### config.mk
export PLATFORM = sky130hd
export DESIGN_NAME = ps2_keyboard_ascii_flat
export DESIGN_NICKNAME = d
export VERILOG_FILES = /design/src/rtl/ps2_keyboard_ascii_if.sv /design/src/rtl/ps2_keyboard_ascii.sv /design/src/flat_wrapper.sv
export SDC_FILE = /design/constraint.sdc
export NUM_CORES = 1
export LEC_CHECK = 0
export CORE_ASPECT_RATIO = 1.5
export CORE_MARGIN = 3
export CORE_UTILIZATION = 60
export DETAILED_ROUTE_END_ITERATION = 10
export PLACE_DENSITY = 0.8
export SLEW_MARGIN = 25
export SYNTH_ARGS = -nofsm -noshare
export SYNTH_HDL_FRONTEND = slang
export SYNTH_SLANG_ARGS = --single-unit
### constraint.sdc
create_clock -name clk -period 12.3 [get_ports clk]
set_input_delay 3.69 -clock clk [delete_from_list [all_inputs] [get_ports clk]]
set_output_delay 3.69 -clock clk [all_outputs]
set_load 0.01 [all_outputs]
### src/rtl/ps2_keyboard_ascii_if.sv
// Host-side FIFO interface of the PS/2 keyboard receiver: pop handshake, head byte and ASCII view.
interface ps2_keyboard_ascii_if;
  logic       nextdata_n;
  logic       uppercase;
  logic [7:0] data;
  logic       ready;
  logic       overflow;
  logic [7:0] ascii;

  modport master (
    input  nextdata_n,
    input  uppercase,
    output data,
    output ready,
    output overflow,
    output ascii
  );

  modport slave (
    output nextdata_n,
    output uppercase,
    input  data,
    input  ready,
    input  overflow,
    input  ascii
  );
endinterface

### src/rtl/ps2_keyboard_ascii.sv
// PS/2 keyboard receiver with 8-entry scan-code FIFO and combinational ASCII translation.
// Optional macro PS2_PARITY_CHECK_EN enables odd-parity frame validation.
module ps2_keyboard_ascii (
  input  logic                  clk,
  input  logic                  rst,
  input  logic                  ps2_clk,
  input  logic                  ps2_data,
  ps2_keyboard_ascii_if.master  bus
);

  logic [2:0] clk_sync;
  logic [2:0] data_sync;
  logic       clk_prev;
  logic [3:0] bit_cnt;
  logic [9:0] shreg;
  logic [7:0] mem [8];
  logic [2:0] wr_ptr;
  logic [2:0] rd_ptr;
  logic [3:0] count;
  logic       overflow_q;

  logic       fall;
  logic       bit_in;
  logic       frame_ok;
  logic       push;
  logic       pop;
  logic       full;
  logic       do_write;

  assign fall   = clk_prev & ~clk_sync[2];
  assign bit_in = data_sync[2];

  // On the stop bit, shreg holds {parity, data[7:0], start}.
`ifdef PS2_PARITY_CHECK_EN
  assign frame_ok = ~shreg[0] & bit_in & (^shreg[9:1]);
`else
  assign frame_ok = ~shreg[0] & bit_in;
`endif

  assign push     = fall && (bit_cnt == 4'd10) && frame_ok;
  assign pop      = (count != 4'd0) && !bus.nextdata_n;
  assign full     = (count == 4'd8);
  assign do_write = push && (!full || pop);

  always_ff @(posedge clk) begin
    if (rst) begin
      clk_sync   <= 3'b111;
      data_sync  <= 3'b111;
      clk_prev   <= 1'b1;
      bit_cnt    <= 4'd0;
      shreg      <= 10'd0;
      wr_ptr     <= 3'd0;
      rd_ptr     <= 3'd0;
      count      <= 4'd0;
      overflow_q <= 1'b0;
    end else begin
      clk_sync  <= {clk_sync[1:0], ps2_clk};
      data_sync <= {data_sync[1:0], ps2_data};
      clk_prev  <= clk_sync[2];
      if (fall) begin
        if (bit_cnt == 4'd10) begin
          bit_cnt <= 4'd0;
        end else if (!(bit_cnt == 4'd0 && bit_in)) begin
          // Idle bits while hunting for a start bit are skipped to resync after reset.
          shreg   <= {bit_in, shreg[9:1]};
          bit_cnt <= bit_cnt + 4'd1;
        end
      end
      if (do_write) wr_ptr <= wr_ptr + 3'd1;
      if (pop)      rd_ptr <= rd_ptr + 3'd1;
      unique case ({do_write, pop})
        2'b10:   count <= count + 4'd1;
        2'b01:   count <= count - 4'd1;
        default: count <= count;
      endcase
      if (push && full && !pop) overflow_q <= 1'b1;
    end
  end

  always_ff @(posedge clk) begin
    if (!rst && do_write) mem[wr_ptr] <= shreg[8:1];
  end

  assign bus.data     = mem[rd_ptr];
  assign bus.ready    = (count != 4'd0);
  assign bus.overflow = overflow_q;

  logic [7:0] letter;
  logic [7:0] symbol;

  always_comb begin
    letter = 8'h00;
    symbol = 8'h00;
    case (bus.data)
      8'h1C: letter = 8'h61;
      8'h32: letter = 8'h62;
      8'h21: letter = 8'h63;
      8'h23: letter = 8'h64;
      8'h24: letter = 8'h65;
      8'h2B: letter = 8'h66;
      8'h34: letter = 8'h67;
      8'h33: letter = 8'h68;
      8'h43: letter = 8'h69;
      8'h3B: letter = 8'h6A;
      8'h42: letter = 8'h6B;
      8'h4B: letter = 8'h6C;
      8'h3A: letter = 8'h6D;
      8'h31: letter = 8'h6E;
      8'h44: letter = 8'h6F;
      8'h4D: letter = 8'h70;
      8'h15: letter = 8'h71;
      8'h2D: letter = 8'h72;
      8'h1B: letter = 8'h73;
      8'h2C: letter = 8'h74;
      8'h3C: letter = 8'h75;
      8'h2A: letter = 8'h76;
      8'h1D: letter = 8'h77;
      8'h22: letter = 8'h78;
      8'h35: letter = 8'h79;
      8'h1A: letter = 8'h7A;
      8'h45: symbol = 8'h30;
      8'h16: symbol = 8'h31;
      8'h1E: symbol = 8'h32;
      8'h26: symbol = 8'h33;
      8'h25: symbol = 8'h34;
      8'h2E: symbol = 8'h35;
      8'h36: symbol = 8'h36;
      8'h3D: symbol = 8'h37;
      8'h3E: symbol = 8'h38;
      8'h46: symbol = 8'h39;
      8'h29: symbol = 8'h20;
      8'h5A: symbol = 8'h0D;
      8'h66: symbol = 8'h08;
      8'h0D: symbol = 8'h09;
      8'h76: symbol = 8'h1B;
      default: begin
        letter = 8'h00;
        symbol = 8'h00;
      end
    endcase
  end

  // Upper case differs from lower case only in bit 5.
  assign bus.ascii = (letter != 8'h00) ?
                     (bus.uppercase ? {letter[7:6], 1'b0, letter[4:0]} : letter) : symbol;

endmodule

### src/flat_wrapper.sv
// flat-port wrapper written by rule: the top's interface ports become plain ports
module ps2_keyboard_ascii_flat 
  (clk, rst, ps2_clk, ps2_data, bus_nextdata_n, bus_uppercase, bus_data, bus_ready, bus_overflow, bus_ascii);
  ps2_keyboard_ascii_if bus_i ();
  input  logic clk;
  input  logic rst;
  input  logic ps2_clk;
  input  logic ps2_data;
  input wire logic [$bits(bus_i.nextdata_n)-1:0] bus_nextdata_n;
  input wire logic [$bits(bus_i.uppercase)-1:0] bus_uppercase;
  output wire logic [$bits(bus_i.data)-1:0] bus_data;
  output wire logic [$bits(bus_i.ready)-1:0] bus_ready;
  output wire logic [$bits(bus_i.overflow)-1:0] bus_overflow;
  output wire logic [$bits(bus_i.ascii)-1:0] bus_ascii;
  assign bus_i.nextdata_n = bus_nextdata_n;
  assign bus_i.uppercase = bus_uppercase;
  assign bus_data = bus_i.data;
  assign bus_ready = bus_i.ready;
  assign bus_overflow = bus_i.overflow;
  assign bus_ascii = bus_i.ascii;
  ps2_keyboard_ascii u_core (.clk(clk), .rst(rst), .ps2_clk(ps2_clk), .ps2_data(ps2_data), .bus(bus_i));
endmodule
==> metrics.md <==
| Metric | Value |
|---|---|
| Status | `finished, final reports clean` |
| WS Path Type | `in2out` |
| Net Sw Frac | `30.82%` |
| Setup TNS | `0 ps` |
| Clock transition at path regs | `90 ps` |
| Die width | `77.99 um` |
| CTS tree | `yes` |
| PwrDens | `157.0 nW/um2` |
| RSZ-0062 raised after global routing | `false` |
| Setup violators final | `0` |
| Total vias in the final route | `3108` |
| Clk_lat worst skew | `350 ps` |
| Share of power burned in registers | `45.2%` |
| Die height | `114.0 um` |
| H-Tree Depth | `3` |
| Drt initial violations | `133` |
| DP HPWL | `7207 um` |
| Final worst path period share | `69.20%` |
| # fillers | `538` |
| DRC | `0` |
| Worst Hold Class | `reg2reg` |
| Synth Flop Type | `edfxtp_1` |
| Worst Path Required | `8610 ps` |
| Cells after Synth | `379` |
| First-pass GRT wire length | `16230 um` |
| Full die area | `8890 um2` |
| Async SR Flop Fraction | `0%` |
| P_int | `562.9 uW` |
| Largest net degree at the start of global routing | `40` |
| Final ANT Viol Nets | `0` |
| Achievable frequency | `117.5 MHz` |
| Root Buffer | `clkbuf_8` |
| Diodes inserted | `0` |
| Maximum vdd drop | `0.0001360 V` |
| Hold path endpoint | `u_core.clk_sync[2]` |
| Net Count, Synth | `390` |
| FP Rows | `38` |
| Hold_sp | `u_core.clk_sync[1]` |
| Total CTS buffers | `9` |
| Final std cells w/o fill | `508` |
| Mapped cell area | `4664 um2` |
| Synthesis-to-finish area growth | `11.13%` |
| Total grt overflow | `0` |
| Reg2reg end | `u_core.count[3]` |
| First-pass detailed-route iteration total | `5` |
| GRT Util Overall | `23.89%` |
| Wire per inst | `19.30 um` |
| Share of cells above drive strength 1 | `15.93%` |
| Average size of a mapped cell | `12.31 um2` |
| Post-synth EDFFs | `64` |
| CP startpoint kind | `input pin` |
| Fin Hold WS | `413.8 ps` |
| Core area | `7417 um2` |
| Fin. max-slew vios | `0` |
| Final GP Congestion | `0.9762` |
| Max-cap violation count | `0` |
| Worst flop-to-flop path startpoint | `u_core.bit_cnt[0]` |
| Vias in the first global route | `3246` |
| Synth Register Bits | `99` |
| Worst slew margin relative to its limit | `34.93%` |
| Final WL | `9806 um` |
| Overall power | `813.6 uW` |
| CTS Sinks | `99` |
| Crit path time final | `8511 ps` |
| Least-Margin Pin Slew | `948.9 ps` |
| Leakage | `1.762 nW` |
| Via-per-instance ratio | `6.118` |
| Initial antenna violation count | `0` |
| Synthesis Warnings | `0` |
| Hold Fails Final Rpt | `0` |
| Port bufs | `22` |
| # hold bufs at CTS | `0` |
| Starting density of the core | `62.89%` |
| Final Skew | `8.408 ps` |
| Sequential-to-total area share from yosys stat | `56.22%` |
| Hold depth | `1` |
| Post-CTS resize count | `0` |
| R2R setup slack | `9850 ps` |
| Psw | `250.7 uW` |
| Crit path arrival time | `4820 ps` |
| Setup crit end kind | `output pin` |
| Final nets | `414` |
| I/O Pins | `24` |
| Area of the multi-input gates | `1879 um2` |
| Inst Count DP | `492` |
| Setup bufs post-CTS | `0` |
| Register area | `2623 um2` |
| Comb power frac | `29.3%` |
| Maximum clock insertion buffer count | `2` |
| Synth unique cells | `58` |
| Reg2Reg Depth | `10` |
| Max FO, Critical Path | `1` |
| Clock power frac | `25.5%` |
-- cells in the mapped netlist, types with 3 or more instances --
master    instances  area share [%]
nor3_1            9            0.97
edfxtp_1         64              41
nand2_1          29             2.3
xnor2_1           6             1.1
nor4b_1           4            0.75
inv_1             9            0.72
nor4_1            5            0.67
mux2i_4           5             2.4
nand4_1           6            0.80
nor2_1           57             4.6
a211oi_1          3            0.48
o31ai_1           3            0.48
dfxtp_1          35              15
mux4_2           16             7.7
a21oi_1          11             1.2
xor2_1            4            0.75
mux2i_1          19             4.1
ha_1              4             1.1
o21ai_0           9            0.97
inv_2             5            0.40
o211ai_1          3            0.48
nand3_1          12             1.3
nor2b_1           4            0.54
buf_2             4            0.43
clkbuf_1          8            0.64
or2_2             7            0.94
-- flip-flops by register name (all words and copies together), names as in the netlist, named ones only --
name,count
u_core.rd_ptr,3
u_core.clk_sync,3
u_core.shreg,10
u_core.data_sync,3
u_core.bit_cnt,4
u_core.clk_prev,1
u_core.mem,64
u_core.bus.overflow,1
u_core.count,4
u_core.wr_ptr,3
-- layout by cell type, fill, tap and decap left out, types with 8 or more instances in the layout --
cell type and instances:
nor2_1 57, nand2_1 29, dfxtp_1 35, clkbuf_8 10
a21oi_1 11, nor3_1 9, o21ai_0 9, nand3_1 12
mux2i_1 19, buf_4 8, mux4_2 16, edfxtp_1 64
inv_1 9, clkdlybuf4s50_1 22
-- final cells by class --
class / instances / area share, %
clock buffer: 13 / 3.693
multi-input combinational: 248 / 36.25
clock inverter: 3 / 0.5069
timing repair buffer: 30 / 5.407
inverter: 15 / 1.134
tap: 100 / 2.414
sequential: 99 / 50.59
-- per-stage QoR --
stage	worst slack [ps]	instance area, um2	utilization [%]
6_report	3789	5184	69.89
2_1_floorplan	4673	4664	-
4_1_cts	3785	5184	69.89
3_5_place_dp	3790	4966	66.95
5_1_grt	3705	5184	69.89
3_3_place_gp	3784	4966	66.95
-- worst max-delay path by stage --
| stage | slack, ps | end | startpoint | cells past startpoint |
|---|---|---|---|---|
| floorplan | 4670 | bus_ascii[5] | bus_uppercase | 1 |
| global placement | 3780 | bus_ascii[5] | bus_uppercase | 3 |
| detailed placement | 3790 | bus_ascii[5] | bus_uppercase | 3 |
| CTS | 3780 | bus_ascii[5] | bus_uppercase | 3 |
| global route | 3710 | bus_ascii[2] | flop | 10 |
| finish | 3790 | bus_ascii[5] | bus_uppercase | 3 |
-- power by group through the flow --
| stage | Sequential (mW) | Clock, mW | Combinational (mW) |
|---|---|---|---|
| 6_report | 0.367 | 0.208 | 0.239 |
| 5_1_grt | 0.369 | 0.226 | 0.259 |
| 4_1_cts | 0.368 | 0.213 | 0.236 |
| 3_5_place_dp | 0.375 | 0 | 0.235 |
| 3_3_place_gp | 0.375 | 0 | 0.233 |
| 2_1_floorplan | 0.370 | 0 | 0.177 |
-- worst max-delay path, cell delays in order --
cell and delay, ps:
clkdlybuf4s50_1 410, o211ai_1 170, clkdlybuf4s50_1 560
-- kinds of logic (layout without fill, tap and decap cells) --
kind of cell             Yosys count  after routing  synth area share (%)
AO/OA/AOI/OAI                     45             45                 6.840
XOR/XNOR                          10             10                 1.878
adder cells (fa/ha/maj)            5              5                 1.502
buffers and inverters             32             61                 3.487
flip-flops                        99             99                 56.22
multiplexers                      43             43                 15.13
other                              1              1               0.08039
AND/OR/NAND/NOR                  144            144                 14.86
-- metal layers --
| layer | up-vias | global-route usage (%) | share of wire (%) |
|---|---|---|---|
| met5 | - | 0 | 0 |
| met4 | 0 | 13.30 | 3.8 |
| met3 | 32 | 3.633 | 4.1 |
| met2 | 121 | 45.42 | 57 |
| met1 | 1497 | 24.51 | 35 |
| li1 | 1458 | - | - |
Note: power is estimated with default switching activity, not from simulation.
